--- src/rtl/sha256_block_sequencer.sv ---
// sha256_block_sequencer
//
// Drives the SHA256 core's command/address bus for a streaming host. The host
// sends 512-bit blocks as 16 big-endian 32-bit words. The controller brackets
// them with the core's wipe / IV / load / end-load commands and waits for the
// core to finish. After the block flagged end-of-message it reads the eight
// hash words back and streams them out.
//
// Ports
//   clk_in, rst_in       clock, asynchronous active-low reset (shared with core)
//   msg_valid/ready      host word handshake; msg_word = W[i], msg_sof, msg_eom
//   dig_valid/ready      digest word handshake; dig_word (H0 first), dig_last
//   busy                 controller not idle
//   err_timeout          sticky; core did not finish within TIMEOUT_CYCLES
//   core_a_out           core a_in: [31:29] command, [5:0] word index
//   core_d_out           core d_in
//   core_d_in            core d_out
//   core_status_in       core status, bit 0 = compute done
//
// Every output is a register. The next value of each output is computed from
// the current state, so a command chosen in state X shows up on core_a_out in
// the cycle after X.
module sha256_block_sequencer #(
  parameter int unsigned TIMEOUT_CYCLES = 255
) (
  input  logic        clk_in,
  input  logic        rst_in,
  input  logic        msg_valid,
  output logic        msg_ready,
  input  logic [31:0] msg_word,
  input  logic        msg_sof,
  input  logic        msg_eom,
  output logic        dig_valid,
  input  logic        dig_ready,
  output logic [31:0] dig_word,
  output logic        dig_last,
  output logic        busy,
  output logic        err_timeout,
  output logic [31:0] core_a_out,
  output logic [31:0] core_d_out,
  input  logic [31:0] core_d_in,
  input  logic [31:0] core_status_in
);

  localparam logic [2:0]  CMD_WR   = 3'b000;
  localparam logic [2:0]  CMD_INIT = 3'b001;
  localparam logic [2:0]  CMD_LOAD = 3'b010;
  localparam logic [2:0]  CMD_READ = 3'b011;
  localparam logic [2:0]  CMD_END  = 3'b100;
  localparam logic [2:0]  CMD_WIPE = 3'b111;
  localparam logic [15:0] TMO_LAST = 16'(TIMEOUT_CYCLES - 1);

  typedef enum logic [3:0] {
    S_IDLE, S_WIPE, S_INIT, S_LDCMD, S_LOAD, S_LDEND, S_WAIT,
    S_WIPE_ERR, S_RDCMD, S_RD, S_RDEND, S_OUT
  } state_t;

  state_t      state_q, state_d;
  logic [3:0]  idx_q, idx_d;
  logic        eom_q, eom_d;
  logic [15:0] tmo_q, tmo_d;
  logic [3:0]  rd_q, rd_d;
  logic [2:0]  oidx_q, oidx_d;
  logic [31:0] buf_q [8];

  logic [31:0] core_a_q, core_a_d;
  logic [31:0] core_d_q, core_d_d;
  logic        msg_ready_q, msg_ready_d;
  logic        dig_valid_q, dig_valid_d;
  logic [31:0] dig_word_q, dig_word_d;
  logic        dig_last_q, dig_last_d;
  logic        busy_q, busy_d;
  logic        err_q, err_d;

  logic [2:0]  cap_slot;
  logic [2:0]  rd_addr;
  logic        unused_status_bits;

  // Data driven by core_a in readout reaches core_d_in two cycles later, so
  // the slot being written trails the read counter by two.
  assign cap_slot = rd_q[2:0] - 3'd2;
  // Counts 8 and 9 are drain cycles that keep the last address on the bus.
  assign rd_addr  = (rd_q >= 4'd7) ? 3'd7 : rd_q[2:0];
  assign unused_status_bits = ^core_status_in[31:1];

  always_comb begin
    state_d     = state_q;
    idx_d       = idx_q;
    eom_d       = eom_q;
    tmo_d       = tmo_q;
    rd_d        = rd_q;
    oidx_d      = oidx_q;
    core_a_d    = core_a_q;
    core_d_d    = core_d_q;
    msg_ready_d = 1'b0;
    dig_valid_d = dig_valid_q;
    dig_word_d  = dig_word_q;
    dig_last_d  = dig_last_q;
    err_d       = err_q;

    case (state_q)
      S_IDLE: begin
        core_a_d = '0;
        // The ready pulse of a dropped word must not be mistaken for a new
        // start, hence the msg_ready_q guard.
        if (msg_valid && !msg_ready_q) begin
          if (msg_sof) state_d = S_WIPE;
          else         msg_ready_d = 1'b1;
        end
      end
      S_WIPE: begin
        core_a_d = {CMD_WIPE, 29'd0};
        state_d  = S_INIT;
      end
      S_INIT: begin
        core_a_d = {CMD_INIT, 29'd0};
        err_d    = 1'b0;
        state_d  = S_LDCMD;
      end
      S_LDCMD: begin
        core_a_d    = {CMD_LOAD, 29'd0};
        idx_d       = '0;
        msg_ready_d = 1'b1;
        state_d     = S_LOAD;
      end
      S_LOAD: begin
        msg_ready_d = 1'b1;
        if (msg_valid && msg_ready_q) begin
          core_a_d = {CMD_WR, 23'd0, 2'd0, idx_q};
          core_d_d = msg_word;
          idx_d    = idx_q + 4'd1;
          if (idx_q == 4'd15) begin
            eom_d       = msg_eom;
            msg_ready_d = 1'b0;
            state_d     = S_LDEND;
          end
        end
      end
      S_LDEND: begin
        core_a_d = {CMD_END, 29'd0};
        tmo_d    = '0;
        state_d  = S_WAIT;
      end
      S_WAIT: begin
        core_a_d = '0;
        tmo_d    = tmo_q + 16'd1;
        if (core_status_in[0]) begin
          state_d = eom_q ? S_RDCMD : S_LDCMD;
        end else if (tmo_q == TMO_LAST) begin
          err_d   = 1'b1;
          state_d = S_WIPE_ERR;
        end
      end
      S_WIPE_ERR: begin
        core_a_d = {CMD_WIPE, 29'd0};
        state_d  = S_IDLE;
      end
      S_RDCMD: begin
        core_a_d = {CMD_READ, 29'd0};
        rd_d     = '0;
        state_d  = S_RD;
      end
      S_RD: begin
        core_a_d = {CMD_READ, 26'd0, rd_addr};
        rd_d     = rd_q + 4'd1;
        if (rd_q == 4'd9) state_d = S_RDEND;
      end
      S_RDEND: begin
        core_a_d    = {CMD_WR, 29'd0};
        dig_valid_d = 1'b1;
        dig_word_d  = buf_q[0];
        dig_last_d  = 1'b0;
        oidx_d      = '0;
        state_d     = S_OUT;
      end
      S_OUT: begin
        if (dig_valid_q && dig_ready) begin
          if (oidx_q == 3'd7) begin
            dig_valid_d = 1'b0;
            dig_last_d  = 1'b0;
            state_d     = S_IDLE;
          end else begin
            oidx_d     = oidx_q + 3'd1;
            dig_word_d = buf_q[oidx_q + 3'd1];
            dig_last_d = (oidx_q == 3'd6);
          end
        end
      end
      default: state_d = S_IDLE;
    endcase

    busy_d = (state_d != S_IDLE);
  end

  always_ff @(posedge clk_in or negedge rst_in) begin
    if (!rst_in) begin
      state_q     <= S_IDLE;
      idx_q       <= '0;
      eom_q       <= 1'b0;
      tmo_q       <= '0;
      rd_q        <= '0;
      oidx_q      <= '0;
      core_a_q    <= '0;
      core_d_q    <= '0;
      msg_ready_q <= 1'b0;
      dig_valid_q <= 1'b0;
      dig_word_q  <= '0;
      dig_last_q  <= 1'b0;
      busy_q      <= 1'b0;
      err_q       <= 1'b0;
    end else begin
      state_q     <= state_d;
      idx_q       <= idx_d;
      eom_q       <= eom_d;
      tmo_q       <= tmo_d;
      rd_q        <= rd_d;
      oidx_q      <= oidx_d;
      core_a_q    <= core_a_d;
      core_d_q    <= core_d_d;
      msg_ready_q <= msg_ready_d;
      dig_valid_q <= dig_valid_d;
      dig_word_q  <= dig_word_d;
      dig_last_q  <= dig_last_d;
      busy_q      <= busy_d;
      err_q       <= err_d;
    end
  end

  // Digest buffer holds data only and needs no reset.
  always_ff @(posedge clk_in) begin
    if (state_q == S_RD && rd_q >= 4'd2) buf_q[cap_slot] <= core_d_in;
  end

  assign core_a_out  = core_a_q;
  assign core_d_out  = core_d_q;
  assign msg_ready   = msg_ready_q;
  assign dig_valid   = dig_valid_q;
  assign dig_word    = dig_word_q;
  assign dig_last    = dig_last_q;
  assign busy        = busy_q;
  assign err_timeout = err_q;

endmodule

--- config.mk ---
export PLATFORM = sky130hd
export DESIGN_NAME = sha256_block_sequencer
export DESIGN_NICKNAME = d
export VERILOG_FILES = /design/src/rtl/sha256_block_sequencer.sv
export SDC_FILE = /design/constraint.sdc
export NUM_CORES = 1
export LEC_CHECK = 0
export ABC_AREA = 1
export BUFFER_PORTS_ARGS = -buffer_cell sky130_fd_sc_hd__buf_2
export CAP_MARGIN = 20
export CORE_MARGIN = 10
export CORE_UTILIZATION = 35
export CTS_BUF_LIST = sky130_fd_sc_hd__clkbuf_8
export CTS_CLUSTER_SIZE = 40
export DETAILED_ROUTE_END_ITERATION = 8
export PLACE_DENSITY = 0.49
export SETUP_SLACK_MARGIN = 0.1
export SYNTH_ARGS = -nofsm -noshare
export SYNTH_HDL_FRONTEND = slang
export SYNTH_SLANG_ARGS = --single-unit
export TNS_END_PERCENT = 1
--- constraint.sdc ---
create_clock -name clk_in -period 4.2 [get_ports clk_in]
set_input_delay 0.42 -clock clk_in [delete_from_list [all_inputs] [get_ports clk_in]]
set_output_delay 0.42 -clock clk_in [all_outputs]
set_load 0.02 [all_outputs]
==> impl_metrics.ini <==
[clock_network]
cts_setup_buffers = 0
clk_pin_slew_worst_paths_ps = 60
cts_made_buffers = 66
clockBufferDepth = 3
root_buffer = clkbuf_8
cts_sinks = 364
cts_tree = yes
htree_levels = 3
clkLatencyLatePin_ps = 580

[floorplanning]
io_pins = 203
die_w_um = 230
start_util_pct = 35.5
die_area_um2 = 52700
fp-row-count = 76
die_h_um = 230
core_area_um2 = 43300

[route]
routed_via_density = 4.75
wirelength_um = 39400
drc = 0
final_antenna_net_count = 0
wire_per_inst_um = 18.1
drt-pass1-iter-count = 5
num_vias = 10300
drt_iter0_markers = 621

[grt]
antenna_found_initial = 4
grt_max_degree = 87
grt-ovfl-total = 0
grt_usage_pct = 14.7
grt_pass1_vias = 10100
grt_pass1_wl_um = 60200

[logic_synthesis]
netlist_area_um2 = 15400
synth_top_family_by_area = simple AND/OR/NAND/NOR gates
synthTopCellsByCount = 267 x nor2_1, 256 x edfxtp_1, 203 x nand2_1
yosysTopAreaCell = edfxtp_1
synth_cells = 1368
synth_compound_area_share_pct = 9.95
yosysMostFrequentCell = nor2_1
syn_area_per_cell_um2 = 11.2
ys.warnings.count = 0
synth-xor-area-share_pct = 0.171
synth_flop_cell = edfxtp_1
muxShareOfSynthArea_pct = 3.13
ys_seq_area_share_pct = 67.6
synthArstFlopShare_pct = 29.7
ys_seq_elements = 364
synth_top_area_share_pct = 50.0
yosysUniqueCellTypes = 40
synth_edf_count = 256
yosys-top-cells-area = edfxtp_1 50%, dfrtp_1 18%, nor2_1 6.5%
synthSimpleGateAreaFrac_pct = 13.2
synth_adder_area_share_pct = 0.733

[worst_setup_path]
path_depth = 8
timing.rr.start = oidx_q[0]
r2r.worst_path.cells = 8
crit_arrival_ps = 3210
crit_chain = buf_4 > buf_4 > nor2_1 > nor2_1 > o21ai_0 > o21ai_0 > nand2_1 > a31oi_1
crit_buf_inv = 2
cp_slowest_cell = buf_4
path_max_fanout = 75
crit_type = reg -> reg
critPathRequiredTime_ps = 4690
regToRegSetupSlack_ps = 1490
r2r_end = dig_word[15]
cp-end-kind = flip-flop
cpLargestDelayFamily = buffers and inverters
cpPeakStageDelay_ps = 710
start_kind = flip-flop

[run_status]
outcome = complete, no violations

[sta]
rsz0062_at_grt = false
period_share_pct = 64.6
tightest_slew_ps = 1040
max_slew_margin_pct = 30.5
drv_slew = 0
hold_viol = 0
fin_skew_ps = 17.4
clock.fmax_mhz = 369
setup_viol = 0
setup_tns_ps = 0
fin_ws_ps = 1490
layout_min_cycle_time_ps = 2710

[placement]
dp_hpwl_um = 21700
dp_worst_setup_slack_ps = 1460
finalWeightedCongestion = 0.787
dp.cells = 2058
placed_area_um2 = 16600
port_buffers = 146

[flow_run]
maxCapViolations = 0

[cells_and_area]
nets = 1653
fin_area_um2 = 17900
area_growth_pct = 16.3
fillers = 4188
stdcell_count = 2176
drive_gt1_share_pct = 19.1

[power_and_ir_drop]
power_density_nw_per_um2 = 465
ir_worst_vdd_uv = 239
leakage_nw = 7.31

[min_path]
worstHoldStart = msg_eom
min_to = eom_q
holdPathStages = 2
holdCritPathClass = in -> reg
==> worst register-to-register path, stage by stage (launching register included) <==
cell     delay (ps)
dfrtp_4         650
buf_4           720
buf_4           580
nor2_1          130
nor2_1           90
o21ai_0          80
o21ai_0         110
nand2_1          90
a31oi_1         180
==> state kept, by name, indices dropped and copies added (netlist names) <==
name / count
buf_q: 256
core_d_out: 32
dig_word: 32
tmo_q: 16
core_a_out: 7
idx_q: 4
rd_q: 4
state_q: 4
oidx_q: 3
busy: 1
dig_last: 1
dig_valid: 1
eom_q: 1
err_timeout: 1
msg_ready: 1
==> power breakdown <==
group          switching, W  internal (W)
combinational      0.000633      0.000417
clock               0.00141       0.00167
sequential         0.000129       0.00406
==> per-stage QoR <==
stage / hold slack, ps / util (%) / power, W
after CTS: 15.6 / 41.3 / 0.00844
after global routing: 32.2 / 41.3 / 0.00870
after floorplan: 124 / - / 0.00495
after detailed placement: 469 / 38.5 / 0.00532
final: 72.8 / 41.3 / 0.00831
after global placement: 463 / 38.5 / 0.00531
==> layout make-up <==
cell class	instances	area (um^2)	share of cell area, %
Antenna cell	2	5.00	0.0280
Clock buffer	71	977	5.47
Clock inverter	44	228	1.27
Inverter	81	305	1.71
Multi-Input combinational cell	861	4330	24.2
Sequential cell	364	10400	58.2
Tap cell	585	732	4.10
Timing Repair Buffer	168	901	5.04
==> logic make-up after synthesis <==
kind of cell    count (synthesis)
simple gates                  513
flops                         364
compound gates                278
buf+inv                       167
mux                            33
fa+ha+maj                       9
xor+xnor                        3
other cells                     1
==> routing by layer <==
layer,vias up,routed length [um],GRT usage [%]
met1,5026,17900,18.9
met5,-,40,0
met4,6,612,4.47
met2,235,18500,23.5
met3,56,2350,4.04
li1,5014,-,-
==> layout by cell type, fill, tap and decap left out, types with 6 or more instances in the layout <==
cell | synthesis | final
buf_4 | 32 | 22
a21oi_1 | 45 | 45
o21ai_1 | 8 | 8
mux2_4 | 29 | 29
o21ai_0 | 157 | 157
inv_1 | 76 | 108
conb_1 | 1 | 25
edfxtp_1 | 256 | 256
dfrtp_1 | 108 | 107
clkinv_1 | 1 | 6
nor2_1 | 267 | 262
buf_2 | 23 | 145
o211ai_1 | 21 | 21
clkbuf_8 | 0 | 71
ha_1 | 9 | 8
nor3_1 | 9 | 6
nor2_4 | 2 | 7
nand2_1 | 203 | 203
a31oi_1 | 34 | 34
nand3_1 | 18 | 18
==> worst max-delay path by stage <==
stage | endpoint | start
CTS | buf_q[0][16] | state_q[0]
floorplan | buf_q[6][0] | state_q[3]
global placement | buf_q[0][21] | state_q[0]
global route | dig_word[21] | oidx_q[0]
finish | dig_word[15] | oidx_q[0]
detailed placement | buf_q[0][21] | state_q[0]
==> what timing repair did <==
action | CTS | global route
endpoints found under the setup margin | 0 | 0
resized for setup | 0 | 0
hold buffers | 1 | 0
endpoints found under the hold margin | 44 | 0
Note: power is estimated with default switching activity, not from simulation.
